==> src/rtl/bp_update_scheduler.sv <==
// Branch predictor update scheduler: post-reset table init sweep, then a small FIFO that
// serialises resolved-branch updates onto a single predictor write port. Optional macro: BP_STATS_EN.
module bp_update_scheduler #(
    parameter int BHT_DEPTH  = 10,
    parameter int PHT_DEPTH  = 6,
    parameter int FIFO_DEPTH = 4
) (
    input  logic                 clk,
    input  logic                 rst,
    input  logic                 branchM,
    input  logic                 actual_takeM,
    input  logic                 pred_takeM,
    input  logic [31:0]          pcM,
    input  logic                 upd_ready,
    output logic                 upd_valid,
    output logic [BHT_DEPTH-1:0] upd_index,
    output logic                 upd_take,
    output logic                 init_we,
    output logic [BHT_DEPTH-1:0] init_index,
    output logic                 init_busy,
    output logic [15:0]          drop_cnt,
`ifdef BP_STATS_EN
    output logic [31:0]          br_cnt,
    output logic [31:0]          mispred_cnt,
`endif
    output logic                 dbg_state_o
);

    localparam int AW = $clog2(FIFO_DEPTH);
    localparam int EW = BHT_DEPTH + 1;
    localparam logic PHT_FITS = (PHT_DEPTH <= BHT_DEPTH);

    // Handshake: the head entry is offered while upd_valid is high and is consumed on any
    // cycle where upd_valid & upd_ready; it holds stable otherwise.

    typedef enum logic {ST_INIT = 1'b0, ST_RUN = 1'b1} state_e;

    state_e               state_q, state_d;
    logic [BHT_DEPTH-1:0] sweep_q, sweep_d;
    logic [AW:0]          wr_ptr_q, wr_ptr_d;
    logic [AW:0]          rd_ptr_q, rd_ptr_d;
    logic [15:0]          drop_q, drop_d;
    logic [EW-1:0]        mem_q [FIFO_DEPTH];
    logic [EW-1:0]        head;
    logic                 empty, full, running, push, pop, drop;

    // Pieces of pcM outside the index, and pred_takeM in the default build, are intentionally unused.
    logic unused_bits;
    assign unused_bits = ^{pcM[31:BHT_DEPTH+2], pcM[1:0], pred_takeM, PHT_FITS};

    assign running = (state_q == ST_RUN);
    assign empty   = (wr_ptr_q == rd_ptr_q);
    assign full    = (wr_ptr_q[AW] != rd_ptr_q[AW]) && (wr_ptr_q[AW-1:0] == rd_ptr_q[AW-1:0]);
    assign head    = mem_q[rd_ptr_q[AW-1:0]];

    assign upd_valid = running && !empty;
    assign upd_index = upd_valid ? head[EW-1:1] : '0;
    assign upd_take  = upd_valid & head[0];
    assign drop_cnt  = drop_q;
    assign dbg_state_o = state_q;

    assign pop  = upd_valid && upd_ready;
    assign push = running && branchM && (!full || pop);
    assign drop = running && branchM && full && !pop;

    always_comb begin
        state_d    = state_q;
        sweep_d    = sweep_q;
        init_we    = 1'b0;
        init_busy  = 1'b0;
        init_index = '0;
        case (state_q)
            ST_INIT: begin
                init_we    = 1'b1;
                init_busy  = 1'b1;
                init_index = sweep_q;
                sweep_d    = sweep_q + 1'b1;
                if (sweep_q == {BHT_DEPTH{1'b1}}) begin
                    state_d = ST_RUN;
                end
            end
            ST_RUN: begin
                state_d = ST_RUN;
            end
            default: state_d = ST_INIT;
        endcase
    end

    always_comb begin
        wr_ptr_d = wr_ptr_q;
        rd_ptr_d = rd_ptr_q;
        drop_d   = drop_q;
        if (push) wr_ptr_d = wr_ptr_q + 1'b1;
        if (pop)  rd_ptr_d = rd_ptr_q + 1'b1;
        if (drop && (drop_q != 16'hFFFF)) drop_d = drop_q + 16'd1;
    end

    always_ff @(posedge clk) begin
        if (rst) begin
            state_q  <= ST_INIT;
            sweep_q  <= '0;
            wr_ptr_q <= '0;
            rd_ptr_q <= '0;
            drop_q   <= '0;
        end else begin
            state_q  <= state_d;
            sweep_q  <= sweep_d;
            wr_ptr_q <= wr_ptr_d;
            rd_ptr_q <= rd_ptr_d;
            drop_q   <= drop_d;
        end
    end

    // Storage needs no reset: the pointers decide what is visible.
    always_ff @(posedge clk) begin
        if (push) begin
            mem_q[wr_ptr_q[AW-1:0]] <= {pcM[BHT_DEPTH+1:2], actual_takeM};
        end
    end

`ifdef BP_STATS_EN
    logic [31:0] br_q, mis_q;
    assign br_cnt      = br_q;
    assign mispred_cnt = mis_q;

    always_ff @(posedge clk) begin
        if (rst) begin
            br_q  <= '0;
            mis_q <= '0;
        end else if (running && branchM) begin
            br_q <= br_q + 32'd1;
            if (pred_takeM != actual_takeM) mis_q <= mis_q + 32'd1;
        end
    end
`endif

endmodule

==> config.mk <==
export PLATFORM = sky130hd
export DESIGN_NAME = bp_update_scheduler
export DESIGN_NICKNAME = d
export VERILOG_FILES = /design/src/rtl/bp_update_scheduler.sv
export SDC_FILE = /design/constraint.sdc
export NUM_CORES = 1
export LEC_CHECK = 0
export ABC_AREA = 1
export CAP_MARGIN = 20
export CORE_MARGIN = 2
export CORE_UTILIZATION = 40
export DETAILED_ROUTE_END_ITERATION = 10
export DONT_BUFFER_PORTS = 1
export GPL_TIMING_DRIVEN = 0
export PLACE_DENSITY = 0.67
export SLEW_MARGIN = 20
export SYNTH_ARGS = -nofsm -noshare
export SYNTH_HDL_FRONTEND = slang
export SYNTH_SLANG_ARGS = --single-unit
==> constraint.sdc <==
create_clock -name clk -period 1.9 [get_ports clk]
set_input_delay 0.285 -clock clk [delete_from_list [all_inputs] [get_ports clk]]
set_output_delay 0.285 -clock clk [all_outputs]
set_load 0.03 [all_outputs]
# After elaboration in Yosys (flattened, before gate mapping)
# Memories as Yosys holds them, arrays and structs flattened. A register that Yosys moved wholly into a read port is not among the register bits.
# Index checks and enable logic that the tools add are counted.
dict set report totals {
  ff_bits 33
  latch_bits 0
  ramBits 44
  romBits 0
  in_bits 38
  output_inout_bits 41
  word_cells 38
  memories 1
}
# memory depth word_bits read_ports rd_ports_with_merged_regs write_ports line
set memory_table {}
lappend memory_table {mem_q 4 11 1 1 1 43} ;# logic [EW-1:0] mem_q [FIFO_DEPTH];
dict set report op_classes {
  n_addsub 4
  n_mul 0
  div_mod_pow 0
  magnitude_cmp 0
  n_eq_ne 5
  shift 0
  mux 9
  bitwise 2
  n_reduce_logical 12
}
# op n
set op_table {}
lappend op_table {{2-to-1 mux 10 bit} 2}
lappend op_table {{adder 16 x 1 -> 16 bit (second input constant)} 1}
lappend op_table {{!= test 16 bit (second input constant)} 1}
lappend op_table {{adder 10 x 1 -> 10 bit (second input constant)} 1}
lappend op_table {{equality test 10 bit (second input constant)} 1}
lappend op_table {{logical AND 1 bit} 8}
lappend op_table {{adder 3 x 1 -> 3 bit (second input constant)} 2}
lappend op_table {{2-to-1 mux 1 bit} 4}
lappend op_table {{2-to-1 mux 2 bit} 2}
lappend op_table {{equality test 3 bit} 1}
lappend op_table {{zero test 1 bit} 3}
lappend op_table {{equality test 2 bit} 1}
lappend op_table {{case mux 1 bit (2 select lines)} 1}
lappend op_table {{bitwise AND 1 bit} 1}
lappend op_table {{logical OR 1 bit} 1}
lappend op_table {{!= test 1 bit} 1}
lappend op_table {{NOT 1 bit} 1}

# Longest topological paths before layout
# Gate-level depths: netlist (run 1).
dict set report logic_depth {
  depth_word 8
  depth_mapped 10
  mapped_depth_nobuf 10
}

# Worst setup path after synthesis (run 1)
# Ideal clock, no wire load.
dict set report synth_timing {
  kind {register to register}
  start {reg state_q, in the netlist dbg_state_o}
  end {mem mem_q[0][0] (netlist name), enable pin}
  setup_time_ps 378
  t_arrival_ps 1585
  required_ps 1522
  path_slack_ps -63
  stages_incl_launch_ff 6
  n_path_buf 1
  synth_period_minus_slack_ps 1963
  cell_sequence {dfxtp_1 buf_2 nand3_2 nand2_1 nand2_1 nor2_1}
}
dict set report synth_between {
  elab_chain_cells 6
  word_cells_on_any_way 7
  cone_classes {mux: 2; reduce/logical: 5}
}
# item line
set synth_rtl {}
lappend synth_rtl {{from (decl)} 38} ;# state_e state_q, state_d;
lappend synth_rtl {{from (signal assigned)} 106} ;# state_q <= state_d;
lappend synth_rtl {{logical AND 1 bit} 56} ;# assign upd_valid = running && !empty;
lappend synth_rtl {{logical AND 1 bit} 62} ;# assign pop = upd_valid && upd_ready;
lappend synth_rtl {{logical OR 1 bit} 63} ;# assign push = running && branchM && (!full || pop);
lappend synth_rtl {{logical AND 1 bit (*)} 63}
lappend synth_rtl {{2-to-1 mux 1 bit (*)} 116} ;# if (push) begin
lappend synth_rtl {{2-to-1 mux 1 bit (not written as such) (*)} 117} ;# mem_q[wr_ptr_q[AW-1:0]] <= {pcM[BHT_DEPTH+1:2], actual_takeM};
lappend synth_rtl {{to (decl)} 43}
# Mark *: on every way between the ends. The rest lies on a longest branch, timed or not.

# Final worst setup path (run 1)
dict set report layout_timing {
  start {reg state_q, in the netlist dbg_state_o}
  end {out init_index[5]}
}
dict set report layout_between {
  elab_chain_cells 1
}
# item line
set layout_rtl {}
lappend layout_rtl {{2-to-1 mux 10 bit} 72} ;# case (state_q)
lappend layout_rtl {{to (decl)} 19} ;# output logic [BHT_DEPTH-1:0] init_index,
# No other way between the ends.

==> results of run 1 <==
==> report_power, final <==
part	internal [uW]	switching, uW	leakage, uW
Sequential	1800	5.20	0.000688
Clock	502	684	0.0000892
Combinational	23.6	47.5	0.000817
==> metrics by stage <==
stage                     hold slack [ps]  cell area [um2]
after floorplan                       384             3720
after global placement                384             3860
after detailed placement              384             3860
after CTS                            4.48             4410
after global routing                 4.68             4540
final                                23.7             4540
==> placed cells by master, fill, tap and decap left out, types with 2 or more instances in the layout <==
cell type      instances
clkinvlp_4             3
ha_1                   7
dfxtp_2               15
nand3_1                6
dlygate4sd3_1          9
dfxtp_1               17
xor2_1                 3
nor3_1                 5
o21ai_0               32
nand3_4                3
edfxtp_1              44
dfxtp_4                3
nor2_4                 5
clkbuf_8              12
o21ai_1                6
nand2_2               15
a21oi_1               16
xnor2_1                5
nand2_1               60
a21oi_4               10
clkbuf_1               3
nand4_1                8
nand3b_1               2
nor2_2                 4
inv_6                  4
buf_12                 4
inv_2                  6
buf_2                  3
buf_4                 11
nor2_1                84
inv_1                 35
a21oi_2               10
nand3_2                2
==> logic make-up after synthesis <==
logic type,count (synthesis)
xor+xnor,8
flops,79
buf+inv,58
compound gates,75
fa+ha+maj,7
simple gates,199
==> final timing paths <==
kind	startpoint	to	slack (ps)
setup / recovery	dbg_state_o$_SDFF_PP0_	init_index[5]	20
hold / removal	pcM[2]	mem_q[0][1]$_DFFE_PP_	20
setup reg to reg	drop_cnt[9]$_SDFFE_PP0P_	drop_cnt[12]$_SDFFE_PP0P_	110
hold reg to reg	sweep_q[9]$_SDFFE_PP0N_	sweep_q[9]$_SDFFE_PP0N_	480
==> layer usage <==
| metal | global-route usage | part of all wire | up-vias |
|---|---|---|---|
| li1 | - | - | 1470 |
| met1 | 0.190 | 0.42 | 1379 |
| met2 | 0.310 | 0.51 | 86 |
| met3 | 0.0465 | 0.064 | 10 |
| met4 | 0.0611 | 0.012 | 0 |
| met5 | 0 | 0 | - |
==> sequential cells by signal, indices dropped and copies added (netlist names), named ones only <==
signal / count
sweep_q: 10
wr_ptr_q: 3
dbg_state_o: 1
rd_ptr_q: 3
mem_q: 44
drop_cnt: 16
==> area by class of cell <==
class                           instances  share of cell area
Sequential cell                        79               0.452
Tap cell                              111              0.0306
Inverter                               43              0.0364
Clock inverter                          7              0.0135
Timing Repair Buffer                   20              0.0477
Multi-Input combinational cell        289               0.362
Clock buffer                            9              0.0273
Buffer                                 15              0.0301
==> timing repair <==
item,CTS,global route
hold buffers,5,4
endpoints found under the setup margin,76,73
buffers inserted,7,3
endpoints found under the hold margin,16,11
cloned,1,0
resized for setup,61,28
pin swaps,7,5
==> results.cfg, run 1 <==
[sta]
hold_viol_final = 0
tightest_slew_ps = 713
rsz0062_at_grt = yes
fmaxAchievable_ghz = 0.532
fin_tns_setup_ps = 0
relSlewSlack = 0.525
drv_slew = 0
skew_ps = 15.4
min_period_over_period = 0.990
setup_ws_ps = 19.4
finalSetupViolations = 0
timing.final.crit_period_ps = 1880

[routing]
vias = 2945
final_antenna_net_count = 0
drtIter0Drc = 115
vias_per_cell = 5.14
firstDrtPassIters = 4
drc = 0
routedWlPerCell_um = 15.0
wirelength_um = 8590

[yosys]
synth.area.top_cells = edfxtp_1, dfxtp_1, nor2_1, nand2_1, o21ai_0
yosys.area_share.simple = 0.240
yosys-top-cells-count = nor2_1, nand2_1, edfxtp_1
async_flop_share = 0
synth_xor_area_frac = 0.0188
syn_area_mm2 = 0.00372
synth_edf_count = 44
yosysUniqueCellTypes = 32
synth_compound_area_frac = 0.111
synth_ff_type = edfxtp_1
synth_top_area_cell = edfxtp_1
synth_cells = 426
synth_top_family_by_area = simple AND/OR/NAND/NOR gates
synth_fa_ha_area_frac = 0.0235
synthMuxAreaShare = 0
synthesis.nets = 471
synth.avg_cell_area_um2 = 8.74
ys_seq_elements = 79
synth_top_cell_area_share = 0.355
synth.most_common_cell = nor2_1
synth-seq-area-share = 0.543
yosys_warnings = 0

[worst_setup_path]
startpoint_type = flip-flop
arrival_ps = 1600
cp-end-kind = primary output
rr_worst_depth = 7
critical_path.max_stage_delay_ps = 460
worst-path-buf-inv = 2
critPathTopFamily = simple AND/OR/NAND/NOR gates
critPathKind = reg2out
path_max_fanout = 10
path_cells = buf_4, buf_2, nor2_1
cp_num_cells = 3
critPathRequiredTime_ps = 1620
critPathSlowestCell = nor2_1

[power_and_ir_drop]
power.total_uw = 3060
p_leak_uw = 0.00159
powerDensity_mw_per_mm2 = 675
ir_drop_mv = 0.497

[die]
core_area_mm2 = 0.00915
start_util = 0.407
rows = 35
dieHeight_um = 101
fp.dieArea_mm2 = 0.0101
ios = 79
die_w_um = 101

[status]
status = completed

[cts]
clock_path_buffers = 2
cts_sinks = 79
numCtsBuffers = 9
cts_max_level = 3
root_buffer = clkbuf_8
clkTransAtPathRegs_ps = 80
clk_latency_ps = 360
cts_tree = done

[worst_hold_path]
min_path_cells = 0
hold_class = in2reg

[global_route]
antenna_found_initial = 0
grt_start_max_net_pins = 17
overflow = 0
grtUsageTotal = 0.170
grt_pass1_vias = 2784
grt_pass1_wl_um = 13200

[final_layout]
drive_gt1_frac = 0.251
area_growth_pct = 21.8
final-instance-count-excl-fill = 573
final_util = 0.496
regArea_mm2 = 0.00205
fillers = 827
antennaDiodeCount = 0
nNetsFinal = 502
multi_input_area_mm2 = 0.00164

[placed_design]
place_hpwl_um = 5460
portBuffers = 0
dp.cells = 537
globalplace.congestion = 0.854
post-place-ws_ps = -689

[job]
cap_violations = 0
Power figures use the tool's default switching activity.
==> run 2: changes to the inputs <==
Settings changed: CAP_MARGIN 20 to default.
==> results of run 2 <==
No change in the layout: final DEF, timing and power equal those of run 1.
==> run 3: changes to the inputs <==
--- a/config.mk
+++ b/config.mk
@@ -9,3 +9,3 @@
 export CORE_MARGIN = 2
-export CORE_UTILIZATION = 40
+export CORE_UTILIZATION = 30
 export DETAILED_ROUTE_END_ITERATION = 10
@@ -13,3 +13,4 @@
 export GPL_TIMING_DRIVEN = 0
-export PLACE_DENSITY = 0.67
+export PLACE_DENSITY = 0.56
+export REMOVE_ABC_BUFFERS = 1
 export SLEW_MARGIN = 20
==> constraint.sdc (replaced) <==
create_clock -name clk -period 1.9 [get_ports clk]
set_input_delay 0.38 -clock clk [delete_from_list [all_inputs] [get_ports clk]]
set_output_delay 0.38 -clock clk [all_outputs]
set_load 0.03 [all_outputs]
==> results.cfg, run 3 (same netlist as run 1, synthesis figures left out) <==
[sta]
relSlewSlack = 0.562
drv_slew = 0
timing.final.crit_period_ps = 1860
rsz0062_at_grt = yes
hold_slack_ps = 100
skew_ps = 6.66
fmaxAchievable_ghz = 0.538
tightest_slew_ps = 657
min_period_over_period = 0.978
hold_viol_final = 0
finalSetupViolations = 0

[global_route]
grt_pass1_vias = 2755
grtUsageTotal = 0.136
antenna_found_initial = 0
grt_start_max_net_pins = 22
grt_pass1_wl_um = 13900
overflow = 0

[power_and_ir_drop]
p_leak_uw = 0.00163
ir_drop_mv = 0.478
powerDensity_mw_per_mm2 = 707

[cts]
cts_tree = done
cts_max_level = 3
root_buffer = clkbuf_16
clock_path_buffers = 2
cts_sinks = 79
clk_latency_ps = 330
numCtsBuffers = 9
clkTransAtPathRegs_ps = 60
ctsHoldBuffers = 0

[placed_design]
globalplace.congestion = 0.825
portBuffers = 0
place_hpwl_um = 5370

[final_layout]
final_util = 0.401
drive_gt1_frac = 0.304
nNetsFinal = 500
final_common_cell = nor2_1
largest_reg_flops = 44
antennaDiodeCount = 0
layout_common_cells = nor2_1, nand2_1, edfxtp_1
regArea_mm2 = 0.00205
area_growth_pct = 29.8
fillers = 1185
multi_input_area_mm2 = 0.00177

[worst_setup_path]
critPathRequiredTime_ps = 1520
startpoint_type = flip-flop
critPathKind = reg2out
cp-end-kind = primary output
path_max_fanout = 7
arrival_ps = 1480

[job]
cap_violations = 0

[routing]
final_antenna_net_count = 0
drtIter0Drc = 119
firstDrtPassIters = 4
drc = 0
vias_per_cell = 4.64
routedWlPerCell_um = 14.1
wirelength_um = 8880
vias = 2915

[die]
core_area_mm2 = 0.0121
rows = 40
fp.dieArea_mm2 = 0.0133
dieHeight_um = 115
start_util = 0.309
die_w_um = 115
ios = 79

[status]
status = completed

[worst_hold_path]
hold_class = in2reg
## run 3: changes by cell type in the layout (fill, tap and decap cells not counted), sizes merged
cell | previous run | this run
buf | 18 | 28
clkbuf | 17 | 12
clkinv | 1 | 3
clkinvlp | 3 | 7
dlygate4sd3 | 9 | 0
inv | 46 | 40
nand2 | 76 | 77
nand3 | 11 | 12
## run 3: routing by layer
metal | GRT usage | vias up | part of all wire
met2 | 0.228 | 61 | 0.48
met4 | 0.0369 | 0 | 0.0077
met3 | 0.0575 | 5 | 0.070
met5 | 0 | - | 0
met1 | 0.161 | 1379 | 0.44
li1 | - | 1470 | -
## run 3: power by group
group	switching, uW	leakage, uW	internal, uW	total (uW)
Clock	654	0.000132	919	1570
Combinational	29.3	0.000809	8.92	38.2
Sequential	5.05	0.000686	1800	1810
Total	689	0.00163	2730	3420
## run 3: critical path: stages (launching register included)
cell and delay, ps:
dfxtp_4 440, buf_12 130, buf_6 90, nor2_1 40
nor2_1 80, o21ai_1 110, a21oi_4 270
## run 3: layout make-up
class                           count  area share
Clock buffer                       11      0.0502
Sequential cell                    79       0.424
Inverter                           43      0.0368
Clock inverter                      5     0.00699
Multi-Input combinational cell    291       0.366
Tap cell                          168      0.0435
Timing Repair Buffer               29      0.0689
Timing Repair inverter              2     0.00311
## run 3: worst paths after layout
| check | slack, ps | to | start | depth (start not counted) |
|---|---|---|---|---|
| max | 40 | upd_index[6] | flip-flop | 6 |
| max reg2reg | 90 | mem_q[0][9]$_DFFE_PP_ | wr_ptr_q[0]$_SDFFE_PP0P_ | 10 |
| min | 100 | drop_cnt[6]$_SDFFE_PP0P_ | rst | 1 |
| min reg2reg | 470 | sweep_q[9]$_SDFFE_PP0N_ | sweep_q[9]$_SDFFE_PP0N_ | 2 |
## run 3: stage by stage
step | cell area, um2 | instances | setup slack, ps | power, uW | TNS [ps]
final | 4830 | 628 | 41.8 | 3420 | 0
after global routing | 4830 | 628 | -27.8 | 3550 | -123
after CTS | 4560 | 615 | 6.41 | 3470 | 0
after detailed placement | 3860 | 579 | -1240 | 1890 | -62340
after global placement | 3860 | 579 | -1160 | 1890 | -59220
after floorplan | 3650 | 411 | -415 | 1880 | -16320
## run 3: what timing repair did
item / 4_1_cts / 5_1_grt
pin swaps: 7 / 19
setup endpoints to repair: 97 / 60
buffers inserted: 17 / 13
gates resized for setup: 78 / 42
gates cloned: 3 / 2
